## src/rtl/fetch_unit_pkg.sv

```systemverilog
// Shared defaults for the instruction-fetch front end and its queue.
// The datapath and controlBlock pick up the same address/instruction widths from here.
package fetch_unit_pkg;

  localparam int unsigned ADDR_W_DEF   = 16;
  localparam int unsigned INSTR_W_DEF  = 16;
  localparam int unsigned DEPTH_DEF    = 4;
  localparam int unsigned RESET_PC_DEF = 0;

  // Width of a counter that must hold 0..depth inclusive.
  function automatic int unsigned cnt_w(input int unsigned depth);
    return $clog2(depth + 1);
  endfunction

endpackage

```

## src/rtl/fetch_queue.sv

```systemverilog
// Synchronous FIFO holding {instr, pc} entries between memory and decode.
// Push and pop may both happen in one cycle at any occupancy; flush empties it in one edge.
module fetch_queue
  import fetch_unit_pkg::*;
#(
  parameter int unsigned WIDTH = INSTR_W_DEF + ADDR_W_DEF,
  parameter int unsigned DEPTH = DEPTH_DEF,
  localparam int unsigned PW = $clog2(DEPTH),
  localparam int unsigned CW = cnt_w(DEPTH)
) (
  input  logic             clock,
  input  logic             reset,
  input  logic             push,
  input  logic [WIDTH-1:0] push_data,
  input  logic             pop,
  input  logic             flush,
  output logic [WIDTH-1:0] head_data,
  output logic             empty,
  output logic             full,
  output logic [CW-1:0]    count
);

  logic [WIDTH-1:0] mem [DEPTH];
  logic [PW-1:0]    wr_ptr;
  logic [PW-1:0]    rd_ptr;
  logic             do_push;
  logic             do_pop;

  function automatic logic [PW-1:0] ptr_inc(input logic [PW-1:0] p);
    return (p == PW'(DEPTH - 1)) ? '0 : p + 1'b1;
  endfunction

  assign empty     = (count == '0);
  assign full      = (count == CW'(DEPTH));
  assign do_pop    = pop & ~empty;
  assign do_push   = push & (~full | do_pop);
  assign head_data = mem[rd_ptr];

  always_ff @(posedge clock or posedge reset) begin
    if (reset) begin
      wr_ptr <= '0;
      rd_ptr <= '0;
      count  <= '0;
    end else if (flush) begin
      wr_ptr <= '0;
      rd_ptr <= '0;
      count  <= '0;
    end else begin
      if (do_push) wr_ptr <= ptr_inc(wr_ptr);
      if (do_pop)  rd_ptr <= ptr_inc(rd_ptr);
      count <= count + CW'(do_push) - CW'(do_pop);
    end
  end

  // Storage needs no reset: entries are only read while count says they are valid.
  always_ff @(posedge clock) begin
    if (do_push) mem[wr_ptr] <= push_data;
  end

endmodule

```

## src/rtl/fetch_unit.sv

```systemverilog
// Instruction-fetch front end: issues in-order word fetches, buffers responses,
// hands {instr, pc} to decode, and discards in-flight work on a redirect.
module fetch_unit
  import fetch_unit_pkg::*;
#(
  parameter int unsigned ADDR_W   = ADDR_W_DEF,
  parameter int unsigned INSTR_W  = INSTR_W_DEF,
  parameter int unsigned DEPTH    = DEPTH_DEF,
  parameter int unsigned RESET_PC = RESET_PC_DEF
) (
  input  logic               clock,
  input  logic               reset,
  output logic               imem_req_valid,
  output logic [ADDR_W-1:0]  imem_req_addr,
  input  logic               imem_req_ready,
  input  logic               imem_rsp_valid,
  input  logic [INSTR_W-1:0] imem_rsp_data,
  output logic               instr_valid,
  output logic [INSTR_W-1:0] instr_data,
  output logic [ADDR_W-1:0]  instr_pc,
  input  logic               instr_ready,
  input  logic               redirect,
  input  logic [ADDR_W-1:0]  redirect_pc
);

  // Both ports use plain valid/ready: a transfer happens on any rising edge where
  // valid and ready are both high; valid never depends on ready of the same port.

  localparam int unsigned CW = cnt_w(DEPTH);
  localparam int unsigned QW = INSTR_W + ADDR_W;

  logic [ADDR_W-1:0] fetch_pc;
  logic [ADDR_W-1:0] rsp_pc;
  logic [CW-1:0]     outstanding;
  logic [CW-1:0]     outstanding_next;
  logic [CW-1:0]     drop;
  logic [CW-1:0]     q_count;
  logic [CW:0]       credits;
  logic              req_fire;
  logic              rsp_fire;
  logic              rsp_drop;
  logic              push;
  logic              pop;
  logic              q_empty;
  logic              q_full;
  logic [QW-1:0]     head;

  // Every word in flight already owns a queue slot, so the queue cannot overflow.
  assign credits        = {1'b0, q_count} + {1'b0, outstanding};
  assign imem_req_valid = ~reset & ~redirect & (credits < (CW + 1)'(DEPTH));
  assign imem_req_addr  = fetch_pc;
  assign req_fire       = imem_req_valid & imem_req_ready;

  // A response with nothing outstanding is a memory protocol error and is ignored.
  assign rsp_fire = imem_rsp_valid & (outstanding != '0);
  assign rsp_drop = rsp_fire & (redirect | (drop != '0));
  assign push     = rsp_fire & ~rsp_drop & (~q_full | pop);
  assign pop      = instr_valid & instr_ready;

  assign outstanding_next = outstanding + CW'(req_fire) - CW'(rsp_fire);

  assign instr_valid = ~q_empty;
  assign instr_data  = q_empty ? '0 : head[QW-1:ADDR_W];
  assign instr_pc    = q_empty ? '0 : head[ADDR_W-1:0];

  always_ff @(posedge clock or posedge reset) begin
    if (reset) begin
      fetch_pc    <= ADDR_W'(RESET_PC);
      rsp_pc      <= ADDR_W'(RESET_PC);
      outstanding <= '0;
      drop        <= '0;
    end else begin
      outstanding <= outstanding_next;
      if (redirect) begin
        // Everything still in flight after this edge belongs to the old stream.
        fetch_pc <= redirect_pc;
        rsp_pc   <= redirect_pc;
        drop     <= outstanding_next;
      end else begin
        if (req_fire) fetch_pc <= fetch_pc + 1'b1;
        if (push)     rsp_pc   <= rsp_pc + 1'b1;
        if (rsp_fire && drop != '0) drop <= drop - 1'b1;
      end
    end
  end

  fetch_queue #(
    .WIDTH (QW),
    .DEPTH (DEPTH)
  ) u_queue (
    .clock     (clock),
    .reset     (reset),
    .push      (push),
    .push_data ({imem_rsp_data, rsp_pc}),
    .pop       (pop),
    .flush     (redirect),
    .head_data (head),
    .empty     (q_empty),
    .full      (q_full),
    .count     (q_count)
  );

endmodule

```

## config.mk

```make
export PLATFORM = sky130hd
export DESIGN_NAME = fetch_unit
export DESIGN_NICKNAME = d
export VERILOG_FILES = /design/src/rtl/fetch_unit_pkg.sv /design/src/rtl/fetch_queue.sv /design/src/rtl/fetch_unit.sv
export SDC_FILE = /design/constraint.sdc
export NUM_CORES = 1
export LEC_CHECK = 0
export CORE_UTILIZATION = 60
export DETAILED_ROUTE_END_ITERATION = 6
export GPL_TIMING_DRIVEN = 0
export MAX_ROUTING_LAYER = met4
export PLACE_DENSITY = 0.85
export SLEW_MARGIN = 25
export SYNTH_ARGS = -nofsm -noshare
export SYNTH_HDL_FRONTEND = slang
export SYNTH_SLANG_ARGS = --single-unit
export TNS_END_PERCENT = 5
```

## constraint.sdc

```tcl
create_clock -name clock -period 5.37 [get_ports clock]
set_input_delay 0.8055 -clock clock [delete_from_list [all_inputs] [get_ports clock]]
set_output_delay 0.8055 -clock clock [all_outputs]
set_load 0.03 [all_outputs]
```

==> impl_metrics.json, run 1 <==
{
  "start_util": 0.619,
  "cts.root.buffer_cell": "clkbuf_16",
  "netlist_instances": 492,
  "postLayoutCellArea_sq_um": 9260,
  "layout_common_cells": "edfxtp_1, clkdlybuf4s50_1, dfrtp_1, and2_1, nand2_1",
  "tritoncts": "built",
  "crit_required_ns": 4.56,
  "fmax_ghz": 0.265,
  "post_route_cells_drive_above_1_share": 0.128,
  "die_x_um": 114,
  "final_common_cell": "edfxtp_1",
  "avgSynthCellArea_sq_um": 15.2,
  "dpl.cell_count": 752,
  "relSlewSlack": 0.549,
  "drt-initial-drc-count": 515,
  "switching_share": 0.324,
  "synthDistinctLibCells": 44,
  "power_density_nw_per_um2": 439,
  "end_kind": "output port",
  "p_leak_uw": 0.00325,
  "slew_viol_final": 0,
  "post-place-ws_ns": 1.37,
  "cts_resized": 0,
  "grt_pass1_wl_mm": 27.4,
  "antenna_found_initial": 0,
  "yosys_warnings": 0,
  "wl_per_cell_um": 22.1,
  "ff2ff_path_depth": 12,
  "p_switching_uw": 1320,
  "cts_htree_levels": 4,
  "finalHoldViolCount": 0,
  "clk_latency_ns": 0.42,
  "track_usage": 0.300,
  "rows": 40,
  "clkPwrFrac": 0.282,
  "io_pins": 88,
  "place_congestion": 0.865,
  "clockBufferDepth": 2,
  "yosysSeqAreaShare": 0.663,
  "grt_max_degree": 32,
  "fin_cells": 783,
  "grt_pass1_vias": 5012,
  "port_buffers": 87,
  "setup_violations": 0,
  "ys_ff_latch": 173,
  "dp_hpwl_mm": 11.5,
  "drtPass1Iterations": 5,
  "combinationalPowerShare": 0.314,
  "fin_crit_ns": 3.78,
  "drv_cap": 0,
  "totalWireLength_mm": 17.3,
  "syn_to_final_growth_pct": 23.5,
  "hold_depth": 1,
  "crit_type": "register to output port",
  "synth_top_area_cell": "edfxtp_1",
  "worst_slew_pin_slew_ns": 0.676,
  "fin_crit_sh": 0.703,
  "finalSetupTns_ns": 0,
  "nets": 658,
  "die_y_um": 114,
  "peakVddDrop_uv": 217,
  "cts_sinks": 173,
  "synth.area.top_cells": "edfxtp_1, dfrtp_1, mux4_2, and2_1, ha_1",
  "diodes": 0,
  "ff2ff_setup_slack_ns": 2.24,
  "critPathLaunchType": "register",
  "dieArea_sq_um": 12900,
  "power.share.sequential": 0.404,
  "synth_top_area_frac": 0.513,
  "syn-num-nets": 547,
  "num_vias": 4809,
  "syn_area_sq_um": 7500,
  "ant_nets": 0,
  "cts.reportedPaths.clkPinSlew_ns": 0.06,
  "worst_slack_ns": 1.59,
  "vias_per_cell": 6.14,
  "fin_skew_ns": 0.00964,
  "cp_max_fo": 10,
  "drc": 0,
  "post-cts-setup-buffers": 0,
  "cts_hold_buffers": 0,
  "numCtsBuffers": 17,
  "rsz0062_at_grt": "false",
  "outcome": "finished clean",
  "place_area_sq_um": 8710,
  "hold_class": "register to register",
  "overflow": 0,
  "arrival_ns": 2.97,
  "total_power_uw": 4070,
  "coreArea_sq_um": 12100,
  "p_int_uw": 2750
}
stage by stage:
stage          hold slack [ns]   util
3_3_place_gp             0.534  0.708
2_1_floorplan            0.492      -
4_1_cts                  0.562  0.764
6_report                 0.564  0.764
3_5_place_dp             0.546  0.719
5_1_grt                  0.585  0.764
path summary, 6_finish.rpt:
kind	end	start
setup / recovery	instr_pc[2]	u_queue.rd_ptr[0]
hold / removal	imem_req_addr[9]	imem_req_addr[9]
setup reg to reg	drop[1]	u_queue.count[2]
hold reg to reg	imem_req_addr[9]	imem_req_addr[9]
max in group asynchronous	rsp_pc[0]	reset
min in group asynchronous	outstanding[0]	reset
registers in the layout, indices dropped and copies added (netlist names):
name / count
u_queue.mem: 128
imem_req_addr: 16
rsp_pc: 16
drop: 3
outstanding: 3
u_queue.count: 3
u_queue.rd_ptr: 2
u_queue.wr_ptr: 2
cell type report:
cell class                      instances  area (sq um)
Inverter                               25          93.8
Buffer                                 24           103
Clock inverter                         13           115
Fill cell                             718          2860
Timing Repair Buffer                   92          1000
Multi-Input combinational cell        270          2330
Sequential cell                       173          4970
Tap cell                              168           210
Clock buffer                           18           429
worst max-delay path, cell delays in order, from the launching register on:
cell,delay [ns]
dfrtp_1,0.35
clkbuf_1,0.41
buf_2,0.43
mux4_2,0.55
and2_1,0.19
clkdlybuf4s50_1,0.62
Yosys cell counts:
master	count
mux4_2	32
a41oi_1	1
inv_1	23
nor3_1	3
nor2_1	10
a21oi_1	11
buf_2	4
o41ai_1	1
inv_2	1
and4_1	4
nand3_1	19
dfrtp_1	45
edfxtp_1	128
a21o_1	2
and3_1	9
clkinv_1	1
or3b_2	1
nor3b_1	2
nor4_2	1
fa_1	2
o21bai_1	3
o311ai_0	13
clkbuf_1	19
nand4_1	8
or4b_2	1
xor2_1	2
a211o_1	1
mux2i_1	3
o31ai_1	3
xnor2_1	4
or4b_1	1
nand2_1	33
buf_6	1
ha_1	15
mux2_2	1
o21ai_0	5
or3_1	9
a31oi_1	3
and2_1	37
o31a_1	2
a221o_1	3
nor2b_1	3
o211ai_1	18
or4_1	4
power groups by stage:
stage	clock, uW	combinational (uW)	sequential, uW
final	1150	1280	1640
after detailed placement	0	1270	1660
after floorplan	0	785	1670
after global placement	0	1230	1660
after CTS	1150	1290	1640
after global routing	1200	1380	1650
logic make-up after synthesis:
kind of cell,Yosys count,share of synthesized area
adders and majority gates,17,0.0304
xor gates and xnor gates,6,0.00701
DFF,173,0.663
AOI/OAI and AO/OA,66,0.0643
and+or+nand+nor,145,0.107
buffers and inverters,49,0.0262
muxes,36,0.102
routing by layer:
metal | share of wire | up-vias | GRT usage
met3 | 0.058 | 32 | 0.0584
met2 | 0.51 | 223 | 0.500
met5 | 0 | - | -
met4 | 0.019 | 0 | 0.0978
met1 | 0.41 | 2427 | 0.374
li1 | - | 2127 | -
(Power assumes the default switching activity.)
==> run 2: changes to the inputs <==
--- a/config.mk
+++ b/config.mk
@@ -5,11 +5,11 @@
 export SDC_FILE = /design/constraint.sdc
 export NUM_CORES = 1
 export LEC_CHECK = 0
-export CORE_UTILIZATION = 60
+export CORE_UTILIZATION = 56
 export DETAILED_ROUTE_END_ITERATION = 6
 export GPL_TIMING_DRIVEN = 0
 export MAX_ROUTING_LAYER = met4
-export PLACE_DENSITY = 0.85
+export PLACE_DENSITY = 0.8
 export SLEW_MARGIN = 25
 export SYNTH_ARGS = -nofsm -noshare
 export SYNTH_HDL_FRONTEND = slang
==> constraint.sdc (replaced) <==
create_clock -name clock -period 3.7 [get_ports clock]
set_input_delay 0.555 -clock clock [delete_from_list [all_inputs] [get_ports clock]]
set_output_delay 0.555 -clock clock [all_outputs]
set_load 0.03 [all_outputs]
==> impl_metrics.json, run 2 (synthesis results as in run 1) <==
{
  "drv_cap": 0,
  "cts_resized": 0,
  "p_switching_uw": 1890,
  "power.share.sequential": 0.405,
  "drtPass1Iterations": 6,
  "layout_common_cells": "edfxtp_1, clkdlybuf4s50_1, dfrtp_1, and2_1, nand2_1",
  "crit_chain": "clkbuf_1, buf_2, mux4_2, and2_1, clkdlybuf4s50_1",
  "grt_pass1_wl_mm": 26.8,
  "power_density_nw_per_um2": 635,
  "dpl.cell_count": 756,
  "start_util": 0.584,
  "final.fill_count": 820,
  "combinationalPowerShare": 0.314,
  "nets": 658,
  "place_congestion": 0.898,
  "clockBufferDepth": 2,
  "vias_per_cell": 6.10,
  "cts_sinks": 173,
  "relSlewSlack": 0.556,
  "cts_htree_levels": 4,
  "overflow": 0,
  "cts.reportedPaths.clkPinSlew_ns": 0.07,
  "crit_required_ns": 3.14,
  "switching_share": 0.322,
  "fin_crit_ns": 3.48,
  "fin_hold_ws_ns": 0.538,
  "crit_type": "register to output port",
  "tritoncts": "built",
  "cts_hold_buffers": 0,
  "finalHoldViolCount": 0,
  "p_int_uw": 3990,
  "track_usage": 0.265,
  "cp_max_fo": 10,
  "hold_class": "primary input to asynchronous set/reset pin",
  "dieArea_sq_um": 13900,
  "crit_family": "buffers and inverters",
  "port_buffers": 87,
  "rows": 41,
  "largest_reg_flops": 128,
  "dp_hpwl_mm": 11.2,
  "top_register": "u_queue.mem",
  "clkPwrFrac": 0.281,
  "grt_pass1_vias": 4882,
  "critPathLaunchType": "register",
  "p_leak_uw": 0.00323,
  "crit_path_top_delay_cell": "clkdlybuf4s50_1",
  "worst_slew_pin_slew_ns": 0.666,
  "peakVddDrop_uv": 322,
  "diodes": 0,
  "arrival_ns": 2.93,
  "ant_nets": 0,
  "multi_input_area_sq_um": 2330,
  "post-cts-setup-buffers": 0,
  "fin_skew_ns": 0.0117,
  "crit_buf_inv": 3,
  "rsz0062_at_grt": "false",
  "post-place-ws_ns": -0.0387,
  "num_vias": 4798,
  "fin_crit_sh": 0.941,
  "regArea_sq_um": 4970,
  "io_pins": 88,
  "antenna_found_initial": 0,
  "drc": 0,
  "die_x_um": 118,
  "coreArea_sq_um": 12800,
  "setup_violations": 0,
  "worst_slack_ns": 0.220,
  "post_route_cells_drive_above_1_share": 0.130,
  "final_common_cell": "edfxtp_1",
  "critPathMaxStageDelay_ns": 0.61,
  "drt-initial-drc-count": 555,
  "wl_per_cell_um": 21.2,
  "clk_latency_ns": 0.42,
  "numCtsBuffers": 17,
  "grt_max_degree": 26,
  "syn_to_final_growth_pct": 23.4,
  "totalWireLength_mm": 16.7,
  "fin_cells": 787,
  "slew_viol_final": 0,
  "die_y_um": 118,
  "fmax_ghz": 0.287,
  "outcome": "finished clean",
  "cts.root.buffer_cell": "clkbuf_16",
  "end_kind": "output port"
}
-- run 2: changes by cell type in the layout (fill, tap and decap cells not counted), sizes merged --
cell      change
inv           -2
clkinvlp      +2
-- run 2: worst paths after layout --
path                                   start                 to  slack, ns  cells past startpoint
setup / recovery           u_queue.rd_ptr[0]        instr_pc[2]       0.22                      5
setup reg to reg            u_queue.count[2]            drop[2]       0.54                     13
hold reg to reg            imem_req_addr[15]  imem_req_addr[15]       0.57                      2
min in group clock         imem_req_addr[15]  imem_req_addr[15]       0.57                      2
max in group asynchronous              reset   imem_req_addr[5]       2.64                      3
hold / removal                         reset     outstanding[2]       0.54                      2
-- run 2: power by group through the flow --
stage	logic (uW)	registers (uW)	clock network [uW]
floorplan	1140	2430	0
global placement	1790	2400	0
detailed placement	1840	2410	0
CTS	1860	2380	1660
global route	1990	2400	1740
finish	1840	2380	1650
-- run 2: final cells by class --
| type | instances | share of cell area |
|---|---|---|
| clock buffers | 18 | 0.0464 |
| plain buffers | 24 | 0.0111 |
| well taps | 172 | 0.0233 |
| flip-flops and latches | 173 | 0.537 |
| clock inverters | 13 | 0.0128 |
| multi-input cells | 270 | 0.252 |
| repair buffers | 92 | 0.107 |
| inverters | 25 | 0.0101 |
-- run 2: stage by stage --
stage	cell area (sq um)	util	total power, uW	setup TNS [ns]
after floorplan	7500	-	3570	0
after detailed placement	8700	0.679	4260	-0.0754
after global placement	8580	0.669	4190	-30.78
after CTS	9250	0.721	5900	0
after global routing	9250	0.721	6130	0
final	9250	0.721	5880	0
-- run 2: layer usage --
metal	track usage	share of wire
met1	0.342	0.41
met3	0.0426	0.058
met5	-	0
met2	0.443	0.52
met4	0.0657	0.0094
==> run 3: changes to the inputs <==
--- a/config.mk
+++ b/config.mk
@@ -5,11 +5,13 @@
 export SDC_FILE = /design/constraint.sdc
 export NUM_CORES = 1
 export LEC_CHECK = 0
-export CORE_UTILIZATION = 56
+export CORE_ASPECT_RATIO = 1.4
+export CORE_MARGIN = 1.5
+export CORE_UTILIZATION = 50
 export DETAILED_ROUTE_END_ITERATION = 6
 export GPL_TIMING_DRIVEN = 0
 export MAX_ROUTING_LAYER = met4
-export PLACE_DENSITY = 0.8
+export PLACE_DENSITY = 0.75
 export SLEW_MARGIN = 25
 export SYNTH_ARGS = -nofsm -noshare
 export SYNTH_HDL_FRONTEND = slang
==> constraint.sdc (replaced) <==
create_clock -name clock -period 3 [get_ports clock]
set_input_delay 0.45 -clock clock [delete_from_list [all_inputs] [get_ports clock]]
set_output_delay 0.45 -clock clock [all_outputs]
set_load 0.03 [all_outputs]
==> impl_metrics.json, run 3 (synthesis results as in run 1) <==
{
  "peakVddDrop_uv": 422,
  "fin_cells": 803,
  "worst_slew_pin_slew_ns": 0.624,
  "rows": 52,
  "post_route_cells_drive_above_1_share": 0.155,
  "arrival_ns": 2.48,
  "cts.root.buffer_cell": "clkbuf_16",
  "fmax_ghz": 0.341,
  "end_kind": "output port",
  "grt_pass1_vias": 4862,
  "ff2ff_setup_slack_ns": 0.19,
  "drv_cap": 0,
  "final_core_util": 0.647,
  "fin_crit_sh": 0.976,
  "final.fill_count": 1043,
  "reg2reg_from": "u_queue.count[1]",
  "r2r_end": "u_queue.count[2]",
  "syn_to_final_growth_pct": 25.8,
  "hold_class": "primary input to asynchronous set/reset pin",
  "critPathLaunchType": "register",
  "clk_latency_ns": 0.43,
  "post-cts-setup-buffers": 0,
  "cts_sinks": 173,
  "wl_per_cell_um": 19.9,
  "cts.reportedPaths.clkPinSlew_ns": 0.08,
  "power_density_nw_per_um2": 787,
  "crit_required_ns": 2.55,
  "diodes": 0,
  "io_pins": 88,
  "nets": 656,
  "grt_pass1_wl_mm": 25.5,
  "top_register": "u_queue.mem",
  "ant_nets": 0,
  "die_x_um": 106,
  "port_buffers": 87,
  "tritoncts": "built",
  "layout_common_cells": "edfxtp_1, clkdlybuf4s50_1, dfrtp_1, and2_1, nand2_1",
  "grt_max_degree": 32,
  "startpoint": "u_queue.rd_ptr[0]",
  "dieArea_sq_um": 15700,
  "track_usage": 0.222,
  "p_leak_uw": 0.00360,
  "largest_reg_flops": 128,
  "ff2ff_path_depth": 9,
  "start_util": 0.514,
  "total_power_uw": 7420,
  "num_vias": 4606,
  "outcome": "finished clean",
  "vias_per_cell": 5.74,
  "cp_max_fo": 10,
  "drc": 0,
  "place_congestion": 0.893,
  "overflow": 0,
  "drtPass1Iterations": 4,
  "dpl.cell_count": 773,
  "final_common_cell": "edfxtp_1",
  "totalWireLength_mm": 16.0,
  "relSlewSlack": 0.584,
  "drt-initial-drc-count": 218,
  "cts_htree_levels": 4,
  "antenna_found_initial": 0,
  "crit_end": "instr_pc[7]",
  "finalHoldViolCount": 0,
  "dp_hpwl_mm": 11.1,
  "slew_viol_final": 0,
  "fin_crit_ns": 2.93,
  "clockBufferDepth": 2,
  "setup_violations": 0,
  "die_y_um": 148,
  "finalSetupTns_ns": 0,
  "numCtsBuffers": 17,
  "coreArea_sq_um": 14600,
  "rsz0062_at_grt": "false",
  "fin_skew_ns": 0.0159,
  "crit_type": "register to output port"
}
## run 3: changes by cell type in the layout (fill, tap and decap cells not counted), moves of 6 or more
cell	before	now
clkbuf_2	0	7
clkdlybuf4s50_1	87	67
dlymetal6s2s_1	0	19
clkbuf_1	20	9
inv_8	0	6
## run 3: layout make-up
class	count	area (sq um)	share of cell area
Tap cell	189	236	0.0251
Clock inverter	15	176	0.0187
Buffer	22	126	0.0134
Multi-Input combinational cell	270	2350	0.250
Timing Repair Buffer	92	1050	0.111
Sequential cell	173	4970	0.527
Clock buffer	17	425	0.0451
Inverter	25	93.8	0.00995
## run 3: worst min-delay path by stage
stage | from | endpoint | cells after the start
detailed placement | imem_req_addr[9] | imem_req_addr[9] | 1
global route | reset | outstanding[2] | 2
CTS | reset | outstanding[2] | 2
global placement | imem_req_addr[9] | imem_req_addr[9] | 1
floorplan | rsp_pc[15] | u_queue.mem[0][15] | 0
finish | reset | outstanding[2] | 2
## run 3: repair_timing
item | CTS | global route
pin swaps | 0 | 2
endpoints found under the setup margin | 35 | 27
hold buffers | 0 | 0
gates resized for setup | 16 | 25
## run 3: metrics by stage
step                hold WS [ns]  setup slack, ns  instance area [sq um]
floorplan                  0.492            0.175                   7500
global placement           0.540           -0.938                   8600
detailed placement         0.539           -0.620                   8740
CTS                        0.344         -0.00134                   9360
global route               0.414          0.00159                   9430
finish                     0.374           0.0711                   9430
## run 3: metal layers
layer | track usage | vias up | part of all wire
met2 | 0.385 | 118 | 0.54
met1 | 0.260 | 2333 | 0.40
li1 | - | 2133 | -
met4 | 0.0747 | 0 | 0.018
met3 | 0.0414 | 22 | 0.040
met5 | - | - | 0
## run 3: power breakdown
group	switching [uW]	internal (uW)
clock	1000	1190
sequential	194	2760
combinational	1240	1040
total	2430	4990
## run 3: worst max-delay path, stage by stage (launching register included)
cell and delay (ns):
dfrtp_2 0.55, buf_6 0.23, mux4_2 0.51, and2_1 0.18, clkdlybuf4s50_1 0.58
==> variant, RTL diff (settings of run 1) <==
One comparison of `count` changes from == to >=.
--- a/src/rtl/fetch_queue.sv
+++ b/src/rtl/fetch_queue.sv
@@ -31,7 +31,7 @@
   endfunction
 
   assign empty     = (count == '0);
-  assign full      = (count == CW'(DEPTH));
+  assign full      = (count >= CW'(DEPTH));
   assign do_pop    = pop & ~empty;
   assign do_push   = push & (~full | do_pop);
   assign head_data = mem[rd_ptr];
Function: same outputs for any inputs over 4 cycles, from zero or initial values and one cycle with reset high; that may be too few to reach the edited logic, so the function may still have changed.
==> variant against run 1 <==
- utilization up 0.44 points
- setup slack better by 0.050 ns
- clock skew up 0.0011 ns
- sequential cell count is the same
- synthesized cell count grew 6.7%
- hold slack better by 0.020 ns
- area after synthesis grew 2.4%
- power increased by 5.4%
- sequential share of layout area fell by 0.96 points
- routed wire length up 0.80%
- design area up 1.8%
- critical path type unchanged
- largest cell class unchanged
- largest power group unchanged
==> variant: results (changes against run 1) <==
The run finished with clean final reports. The post-route minimum period came out at 3.73 ns (-0.0502 ns). The count of multi-input gates was 301 (+11%). The worst min-delay path startpoint is imem_req_addr[14]. The setup clock skew after layout was 0.0107 ns (+0.00108 ns). The setup slack of the most critical reg-to-reg path is 2.17 ns (-0.07 ns). The via count is 5011 (+4.2%).

The critical path ends at instr_pc[6]. The detail-routed via count per cell is 6.14 (about the same). The met3 wire length was 830 um (-18%).

The share of synthesized area spent on multiplexers came to 9.52% (-0.65 points). The layout net count came to 689 (+4.7%). The leakage power is 3.29 nW (+1.3%). The total instance count after detailed placement is 784 (+4.3%).

The peak ir drop on the vdd network came out at 0.323 mV (+49%). The actual slew at the worst max-slew pin came out at 0.773 ns (+0.0966 ns). The via count of the first global-routing pass is 5202 (+3.8%).

The area of combinational cells with multiple inputs is 2500 um2 (+7.2%). The global-route met1 utilization is 37.5% (+0.091 points). The worst setup timing slack at the placement stage was 1.50 ns (+0.132 ns). The adder-cell share of the synthesized area came to 2.80% (-0.23 points).

The depth of the worst hold-timing path is 2 (+1). Sorting the synthesized cells by area gives the leading types as edfxtp_1, dfrtp_1, mux4_2. The first-pass GRT wire length came out at 27500 um (+0.23%). By count the netlist is led by edfxtp_1, dfrtp_1, and2_1, nand2_1, mux4_2. The number of iterations in the first detailed-routing pass came out at 6 (+1). The reg-to-reg critical path startpoint is outstanding[2]. The met2 usage in global routing is 47.8% (-2.3 points).
-- variant: cell types whose count changed after synthesis, moves of 3 or more --
cell | run 1 | this run
o211ai_1 | 18 | 4
o311ai_0 | 13 | 1
nor2_1 | 10 | 21
nor4_1 | 0 | 8
o21ai_0 | 5 | 13
a31oi_1 | 3 | 10
xnor2_1 | 4 | 9
and4_1 | 4 | 7
buf_2 | 4 | 7
nor3_1 | 3 | 6
-- variant: stage by stage --
| step | total power [mW] | hold slack (ns) |
|---|---|---|
| floorplan | 2.61 | 0.505 |
| global placement | 3.09 | 0.530 |
| detailed placement | 3.15 | 0.549 |
| CTS | 4.31 | 0.574 |
| global route | 4.47 | 0.589 |
| finish | 4.28 | 0.584 |
-- variant: power breakdown --
part	total [mW]	leakage, nW	switching (mW)	internal, mW
Sequential	1.65	1.69	0.106	1.55
Clock	1.16	0.276	0.493	0.666
Combinational	1.47	1.32	0.819	0.651
Total	4.28	3.29	1.42	2.87
